`config.mk`:
```
export PLATFORM = sky130hd
export DESIGN_NAME = cpu6502_core
export DESIGN_NICKNAME = d
export VERILOG_FILES = /design/src/rtl/cpu6502_core.sv
export SDC_FILE = /design/constraint.sdc
export NUM_CORES = 1
export LEC_CHECK = 0
export BUFFER_PORTS_ARGS = -buffer_cell sky130_fd_sc_hd__buf_2
export CAP_MARGIN = 10
export CORE_MARGIN = 2
export CORE_UTILIZATION = 35
export CTS_CLUSTER_DIAMETER = 80
export CTS_CLUSTER_SIZE = 30
export DETAILED_ROUTE_END_ITERATION = 8
export SLEW_MARGIN = 20
export SYNTH_ARGS = -nofsm -noshare
export SYNTH_HDL_FRONTEND = slang
export SYNTH_SLANG_ARGS = --single-unit
```
`constraint.sdc`:
```
create_clock -name clk -period 2.4 [get_ports clk]
set_input_delay 0.36 -clock clk [delete_from_list [all_inputs] [get_ports clk]]
set_output_delay 0.36 -clock clk [all_outputs]
set_load 0.05 [all_outputs]
```
`src/rtl/cpu6502_core.sv`:
```
// Multi-cycle 6502-subset core (LDA#/ADC#/LDA abs/STA abs/JMP abs/NOP) with a req/ack memory port.
// Optional single-step gating of opcode fetches when SINGLE_STEP_EN is defined (adds input step).
module cpu6502_core #(
    parameter int                ADDR_W   = 16,
    parameter logic [ADDR_W-1:0] RESET_PC = '0,
    parameter logic [7:0]        HALT_OP  = 8'h00
) (
    input  logic              clk,
    input  logic              reset,
`ifdef SINGLE_STEP_EN
    input  logic              step,
`endif
    output logic              mem_req,
    output logic              mem_we,
    output logic [ADDR_W-1:0] mem_addr,
    output logic [7:0]        mem_wdata,
    input  logic [7:0]        mem_rdata,
    input  logic              mem_ack,
    output logic              halted,
    output logic              illegal,
    output logic [2:0]        state_o,
    output logic [ADDR_W-1:0] pc_o,
    output logic [7:0]        a_o
);
    // state | meaning: FETCH opcode read, OPLO operand lo, OPHI operand hi, READ abs load, WRITE abs store, HALT stopped
    typedef enum logic [2:0] {
        S_FETCH = 3'd0,
        S_OPLO  = 3'd1,
        S_OPHI  = 3'd2,
        S_READ  = 3'd3,
        S_WRITE = 3'd4,
        S_HALT  = 3'd5
    } state_t;

    localparam logic [7:0] OP_LDA_IMM = 8'hA9;
    localparam logic [7:0] OP_ADC_IMM = 8'h69;
    localparam logic [7:0] OP_LDA_ABS = 8'hAD;
    localparam logic [7:0] OP_STA_ABS = 8'h8D;
    localparam logic [7:0] OP_JMP_ABS = 8'h4C;
    localparam logic [7:0] OP_NOP     = 8'hEA;

    state_t            state_q, state_d;
    logic [ADDR_W-1:0] pc_q, pc_d;
    logic [ADDR_W-1:0] ea_q, ea_d;
    logic [7:0]        a_q, a_d;
    logic [7:0]        op_q, op_d;
    logic [7:0]        lo_q, lo_d;
    logic              c_q, c_d;
    logic              z_q, z_d;
    logic              n_q, n_d;
    logic              illegal_q, illegal_d;
    logic              done;
    logic              fetch_go;
    logic [8:0]        sum;
    logic [15:0]       ea_full;

`ifdef SINGLE_STEP_EN
    logic step_pend_q, step_pend_d;
    assign fetch_go = step | step_pend_q;
`else
    assign fetch_go = 1'b1;
`endif

    always_ff @(posedge clk or posedge reset) begin
        if (reset) begin
            state_q   <= S_FETCH;
            pc_q      <= RESET_PC;
            ea_q      <= '0;
            a_q       <= 8'h00;
            op_q      <= 8'h00;
            lo_q      <= 8'h00;
            c_q       <= 1'b0;
            z_q       <= 1'b0;
            n_q       <= 1'b0;
            illegal_q <= 1'b0;
`ifdef SINGLE_STEP_EN
            step_pend_q <= 1'b0;
`endif
        end else begin
            state_q   <= state_d;
            pc_q      <= pc_d;
            ea_q      <= ea_d;
            a_q       <= a_d;
            op_q      <= op_d;
            lo_q      <= lo_d;
            c_q       <= c_d;
            z_q       <= z_d;
            n_q       <= n_d;
            illegal_q <= illegal_d;
`ifdef SINGLE_STEP_EN
            step_pend_q <= step_pend_d;
`endif
        end
    end

    always_comb begin
        state_d   = state_q;
        pc_d      = pc_q;
        ea_d      = ea_q;
        a_d       = a_q;
        op_d      = op_q;
        lo_d      = lo_q;
        c_d       = c_q;
        z_d       = z_q;
        n_d       = n_q;
        illegal_d = 1'b0;
        done      = mem_req & mem_ack;
        sum       = {1'b0, a_q} + {1'b0, mem_rdata} + {8'b0, c_q};
        ea_full   = {mem_rdata, lo_q};
`ifdef SINGLE_STEP_EN
        // The pending step is consumed by the fetch it launched.
        step_pend_d = step_pend_q;
        if (state_q == S_FETCH) begin
            step_pend_d = (step_pend_q | step) & ~done;
        end
`endif
        case (state_q)
            S_FETCH: begin
                if (done) begin
                    pc_d = pc_q + ADDR_W'(1);
                    op_d = mem_rdata;
                    if (mem_rdata == HALT_OP) begin
                        state_d = S_HALT;
                    end else begin
                        case (mem_rdata)
                            OP_LDA_IMM, OP_ADC_IMM, OP_LDA_ABS,
                            OP_STA_ABS, OP_JMP_ABS: state_d = S_OPLO;
                            OP_NOP:                 state_d = S_FETCH;
                            default:                illegal_d = 1'b1;
                        endcase
                    end
                end
            end
            S_OPLO: begin
                if (done) begin
                    pc_d = pc_q + ADDR_W'(1);
                    if (op_q == OP_LDA_IMM) begin
                        a_d     = mem_rdata;
                        z_d     = (mem_rdata == 8'h00);
                        n_d     = mem_rdata[7];
                        state_d = S_FETCH;
                    end else if (op_q == OP_ADC_IMM) begin
                        a_d     = sum[7:0];
                        c_d     = sum[8];
                        z_d     = (sum[7:0] == 8'h00);
                        n_d     = sum[7];
                        state_d = S_FETCH;
                    end else begin
                        lo_d    = mem_rdata;
                        state_d = S_OPHI;
                    end
                end
            end
            S_OPHI: begin
                if (done) begin
                    pc_d = pc_q + ADDR_W'(1);
                    ea_d = ea_full[ADDR_W-1:0];
                    if (op_q == OP_JMP_ABS) begin
                        pc_d    = ea_full[ADDR_W-1:0];
                        state_d = S_FETCH;
                    end else if (op_q == OP_LDA_ABS) begin
                        state_d = S_READ;
                    end else begin
                        state_d = S_WRITE;
                    end
                end
            end
            S_READ: begin
                if (done) begin
                    a_d     = mem_rdata;
                    z_d     = (mem_rdata == 8'h00);
                    n_d     = mem_rdata[7];
                    state_d = S_FETCH;
                end
            end
            S_WRITE: begin
                if (done) begin
                    state_d = S_FETCH;
                end
            end
            S_HALT:  state_d = S_HALT;
            default: state_d = S_FETCH;
        endcase
    end

    // Reset gates the request combinationally so an in-flight access is abandoned at once.
    always_comb begin
        mem_req   = 1'b0;
        mem_we    = 1'b0;
        mem_addr  = pc_q;
        mem_wdata = a_q;
        if (!reset) begin
            case (state_q)
                S_FETCH: mem_req = fetch_go;
                S_OPLO:  mem_req = 1'b1;
                S_OPHI:  mem_req = 1'b1;
                S_READ: begin
                    mem_req  = 1'b1;
                    mem_addr = ea_q;
                end
                S_WRITE: begin
                    mem_req  = 1'b1;
                    mem_we   = 1'b1;
                    mem_addr = ea_q;
                end
                default: mem_req = 1'b0;
            endcase
        end
    end

    assign halted  = (state_q == S_HALT);
    assign illegal = illegal_q;
    assign state_o = state_q;
    assign pc_o    = pc_q;
    assign a_o     = a_q;

endmodule

```
==> flow_summary.toml, run 1 <==
[detailed_routing]
routed_wl_mm = 9.65
route.detailed.wl_per_inst_um = 16.7
vias_per_cell = 5.33
drc = 0
first_iter_violations = 240
ant_nets = 0
num_vias = 3085
drt-pass1-iter-count = 4

[clocking]
cts_root_buffer = "clkbuf_8"
clock_sinks = 61
htreeDepth = 3
cts.path.max_buffers = 2
cts_tree = "yes"
clk_latency_ps = 350
cts_inserted_buffers = 9
clk_pin_slew_ps = 70

[hold_path]
hold_path.class = "in2async"

[timing]
fmax_mhz = 427
tightestPinTransition_ps = 715
slew_headroom_pct = 52.2
finalCriticalPeriod_ps = 2340
hold_viol_final = 0
slew_violations = 0
setup_viol = 0
fin_setup_tns_ps = 0
skew_ps = 13.9
timing.final.crit_share_pct = 97.6

[worst_setup_path]
cp-start-kind = "flop"
crit_slowest_cell = "dfrtp_2"
crit_type = "reg2out"
cp_slowest_stage_delay_ps = 470
crit_cells = 5
critPathTopFamily = "flip-flops"
r2r_setup_slack_ps = 140
path_max_fanout = 17
endpoint_kind = "primary output"
rr_worst_depth = 8
path_cells = "nand3b_1, a21oi_4, buf_12, mux2_2, buf_2"
crit_required_ps = 2040
arrival_ps = 1980
critPathBufInv = 2

[synth]
ys_seq_area_share_pct = 41.7
synthAdderAreaFrac_pct = 3.83
synth-simple-area-share_pct = 16.4
synth_top_family_by_area = "compound AO/OA/AOI/OAI gates"
synth_top_area_share_pct = 41.7
synth_most_common_cell = "dfrtp_1"
avgSynthCellArea_um2 = 10.1
synth_commonest_cells = "dfrtp_1, nand2_1, mux2_2"
yosys.area.top_type = "dfrtp_1"
yosys-top-cells-area = "dfrtp_1, mux2_2, nand2_1"
synth-edff-count = 0
syn-cell-area_um2 = 3660
synthFlopType = "dfrtp_1"
ys_types = 67
syn_inst = 362
synth.net_count = 383
ys_warn_count = 0
ys_async_sr_fraction_pct = 100
ys_ff_latch = 61
synth_compound_area_share_pct = 17.8
synthXorXnorAreaFrac_pct = 0.478
synth.mux.area_fraction_pct = 14.9

[power_and_ir_drop]
sw_frac_of_total_pct = 43.7
p_int_mw = 2.61
p_sw_mw = 2.03
vdd_drop_max_mv = 0.523
pwr-share-seq_pct = 35.0
p_clk_share_pct = 22.1
cellLeakagePower_nw = 2.12
power.density_nw_per_um2 = 1040
power_frac_comb_pct = 42.8

[finish]
drive_above_1_share_pct = 37.5
fin_util_pct = 43.9
stdcell_area_um2 = 4490
fin_cells = 579
fillCellCount = 994
areaGrowthSynthToFinish_pct = 22.5
nets = 459
diodes = 0

[floorplanning]
die_y_um = 106
core-area_um2 = 10200
dieArea_um2 = 11300
rows = 37
initial_utilization_pct = 35.8
io_pins = 66
die_w_um = 106

[placement]
numPortBuffers = 65
gp_congestion = 0.864
post-place-cells = 553
dp_hpwl_mm = 6.77
dpl-instance-area_um2 = 4180

[grt]
grt_pass1_wl_mm = 15.5
grt_max_degree = 42
gr-total-overflow = 0
grt_use_total_pct = 17.5
antenna_found_initial = 0
grt_pass1_vias = 2982

[run]
maxCapViolations = 0

[status]
status = "finished clean"
==> power groups by stage <==
stage / clock network [mW] / logic (mW) / registers [mW]
global placement: 0 / 1.87 / 1.64
detailed placement: 0 / 1.90 / 1.65
global route: 1.11 / 2.13 / 1.67
CTS: 1.06 / 1.91 / 1.63
finish: 1.03 / 1.99 / 1.63
floorplan: 0 / 1.22 / 1.87
==> worst paths after layout <==
path                                              from                     end
max in group asynchronous                        reset  state_o[1]$_DFFE_PP0P_
worst max-delay path            state_o[2]$_DFFE_PP0P_            mem_addr[15]
worst max register to register      a_o[0]$_DFFE_PP0P_      a_o[6]$_DFFE_PP0P_
worst min register to register     ea_q[8]$_DFFE_PP0P_     ea_q[8]$_DFFE_PP0P_
min in group clk                               mem_ack  state_o[2]$_DFFE_PP0P_
worst min-delay path                             reset  state_o[0]$_DFFE_PP0P_
==> cell families (layout without fill, tap and decap cells) <==
family / after synthesis / in the layout
adders and majority gates: 10 / 10
xor gates and xnor gates: 2 / 2
muxes: 49 / 49
DFF: 61 / 61
and+or+nand+nor: 112 / 112
buffers and inverters: 36 / 117
AOI/OAI and AO/OA: 92 / 92
==> per-stage QoR <==
stage	setup WS [ps]	total power, mW	hold WS [ps]
after detailed placement	25.4	3.55	474
after CTS	2.22	4.60	195
final	57.7	4.65	194
after global routing	-18.2	4.91	231
after global placement	73.3	3.51	457
after floorplan	-48.2	3.09	444
==> layout make-up <==
cell class	count	area [um2]	share of cell area (%)
inverters	10	41.3	0.920
well taps	136	170	3.79
multi-input cells	265	1990	44.3
repair buffers	91	536	11.9
clock inverters	7	98.8	2.20
flip-flops and latches	61	1530	34.1
clock buffers	9	124	2.76
==> placed cells by master (no fill, tap or decap), types with 4 or more instances in the layout <==
cell type  Yosys  final
a21oi_1       19     19
a2bb2oi_1      5      5
a31oi_1        4      4
buf_2          7     64
buf_4          8     25
clkbuf_8       0      9
dfrtp_1       61     58
ha_1           8      8
inv_1         10      9
mux2_1         8      8
mux2_2        35     35
mux2i_1        6      6
nand2_1       36     36
nand3_1       12     12
nor2_1        17     16
nor3_1         9      8
nor4_1         4      4
o21ai_0       18     16
o21ai_1        7      9
o22ai_1        4      4
==> flip-flops by register name (all words and copies together), names as in the netlist <==
signal   cells
a_o          8
c_q          1
ea_q        16
illegal      1
lo_q         8
op_q         8
pc_o        16
state_o      3
==> per-layer routing <==
metal  wire length, um  up-vias  global-route usage, %
li1                  -     1493                      -
met1              4430     1501                   22.9
met2              4690       81                   28.8
met3               415       10                   4.41
met4               115        0                   4.61
met5                 0        -                      0
==> timing repair <==
| item | 4_1_cts | 5_1_grt |
|---|---|---|
| endpoints found under the setup margin | 14 | 14 |
| buffers inserted | 1 | 9 |
| gates resized for setup | 1 | 2 |
| hold buffers | 0 | 0 |
==> worst reg2reg max path, cell delays in order (launching register included) <==
cell and delay, ps:
dfrtp_1 420, fa_1 440, inv_1 80, fa_1 180
nor2b_1 70, o31a_1 270, o21ba_2 210, o41a_1 400
o21ai_1 110
(Power assumes the default switching activity.)
==> inputs of run 2 (changes only) <==
- CELL_PAD_IN_SITES_DETAIL_PLACEMENT: default -> 0
- CELL_PAD_IN_SITES_GLOBAL_PLACEMENT: default -> 1
- PLACE_DENSITY_LB_ADDON: default -> 0.1
==> flow_summary.toml, run 2 (synthesis gave the netlist of run 1 again) <==
[detailed_routing]
num_vias = 3059
drt-pass1-iter-count = 4
first_iter_violations = 101
vias_per_cell = 5.27
ant_nets = 0
drc = 0
route.detailed.wl_per_inst_um = 17.0
routed_wl_mm = 9.85

[floorplanning]
dieArea_um2 = 11300
core-area_um2 = 10200
initial_utilization_pct = 35.8
rows = 37
io_pins = 66
die_w_um = 106
die_y_um = 106

[timing]
setup_slack_ps = 95.5
tightestPinTransition_ps = 731
finalCriticalPeriod_ps = 2300
hold_slack_ps = 215
skew_ps = 6.84
fin_setup_tns_ps = 0
timing.final.crit_share_pct = 96.0
rsz0062_at_grt = "false"
setup_viol = 0
slew_headroom_pct = 51.1
fmax_mhz = 434
hold_viol_final = 0
slew_violations = 0

[power_and_ir_drop]
power_mw = 4.63
power.density_nw_per_um2 = 1030
vdd_drop_max_mv = 0.566
cellLeakagePower_nw = 2.14

[finish]
nets = 461
stdcell_area_um2 = 4500
drive_above_1_share_pct = 37.5
fin_cells = 581
areaGrowthSynthToFinish_pct = 22.8
final_cell_mix = "buf_2, dfrtp_1, nand2_1"
mostFrequentLayoutCell = "buf_2"
diodes = 0
fin_util_pct = 44.0

[worst_setup_path]
crit_required_ps = 2040
arrival_ps = 1940
path_max_fanout = 17
endpoint_kind = "primary output"
crit_type = "reg2out"
cp-start-kind = "flop"

[clocking]
htreeDepth = 3
cts_inserted_buffers = 9
clock_sinks = 61
clk_latency_ps = 340
clk_pin_slew_ps = 70
cts_tree = "yes"
cts.path.max_buffers = 2
postCtsHoldBufs = 0
cts_root_buffer = "clkbuf_8"

[grt]
grt_pass1_wl_mm = 16.2
grt_pass1_vias = 3044
gr-total-overflow = 0
grt_use_total_pct = 18.6
grt_max_degree = 43
antenna_found_initial = 0

[placement]
post-place-cells = 559
dp_slack_ps = 79.7
gp_congestion = 0.822
dp_hpwl_mm = 6.95
dpl-instance-area_um2 = 4230
numPortBuffers = 65

[hold_path]
hold_path.class = "in2async"

[status]
status = "finished clean"

[run]
maxCapViolations = 0
-- run 2: changes by cell type in the layout (fill, tap and decap cells not counted), sizes merged --
cell | previous run | this run
clkinvlp | 2 | 1
buf | 90 | 93
clkbuf | 10 | 12
clkinv | 3 | 2
inv | 10 | 9
-- run 2: worst paths after layout --
kind | startpoint | end | slack [ps] | cells after the start
worst max-delay path | state_o[0]$_DFFE_PP0P_ | mem_addr[15] | 100 | 6
worst min-delay path | reset | state_o[2]$_DFFE_PP0P_ | 210 | 3
worst max register to register | a_o[0]$_DFFE_PP0P_ | a_o[6]$_DFFE_PP0P_ | 150 | 8
worst min register to register | ea_q[9]$_DFFE_PP0P_ | ea_q[9]$_DFFE_PP0P_ | 490 | 2
max in group asynchronous | reset | state_o[0]$_DFFE_PP0P_ | 1680 | 3
min in group clk | mem_rdata[1] | lo_q[1]$_DFFE_PP0P_ | 410 | 2
-- run 2: routing by layer --
layer | vias to the layer above | global-route usage [%] | wire length [um] | share of wire (%)
li1 | 1493 | - | - | -
met4 | 0 | 4.79 | 98 | 0.99
met1 | 1508 | 24.8 | 4730 | 48
met5 | - | 0 | 0 | 0
met3 | 9 | 4.35 | 352 | 3.6
met2 | 49 | 30.4 | 4670 | 47
-- run 2: critical path, cell delays in order (launching register included) --
cell and delay [ps]:
dfrtp_2 450, nor2_2 130, nand2_1 100, a21oi_4 180, buf_12 170, mux2_2 340
buf_2 210
-- run 2: final cells by class --
type | instances | area (um2)
clock buffers | 12 | 155
clock inverters | 4 | 70.1
fillers | 1035 | 5730
inverters | 10 | 41.3
multi-input cells | 265 | 1980
flip-flops and latches | 61 | 1530
well taps | 136 | 170
repair buffers | 93 | 551
-- run 2: timing repair --
action,4_1_cts,5_1_grt
resized for setup,0,3
setup buffers,1,5
endpoints found under the setup margin,14,14
endpoints found under the hold margin,0,0
-- run 2: power breakdown --
| part | internal (mW) | total (mW) | switching (mW) |
|---|---|---|---|
| logic | 0.669 | 1.96 | 1.30 |
| registers | 1.34 | 1.61 | 0.274 |
| clock network | 0.639 | 1.06 | 0.418 |
| total | 2.65 | 4.63 | 1.99 |
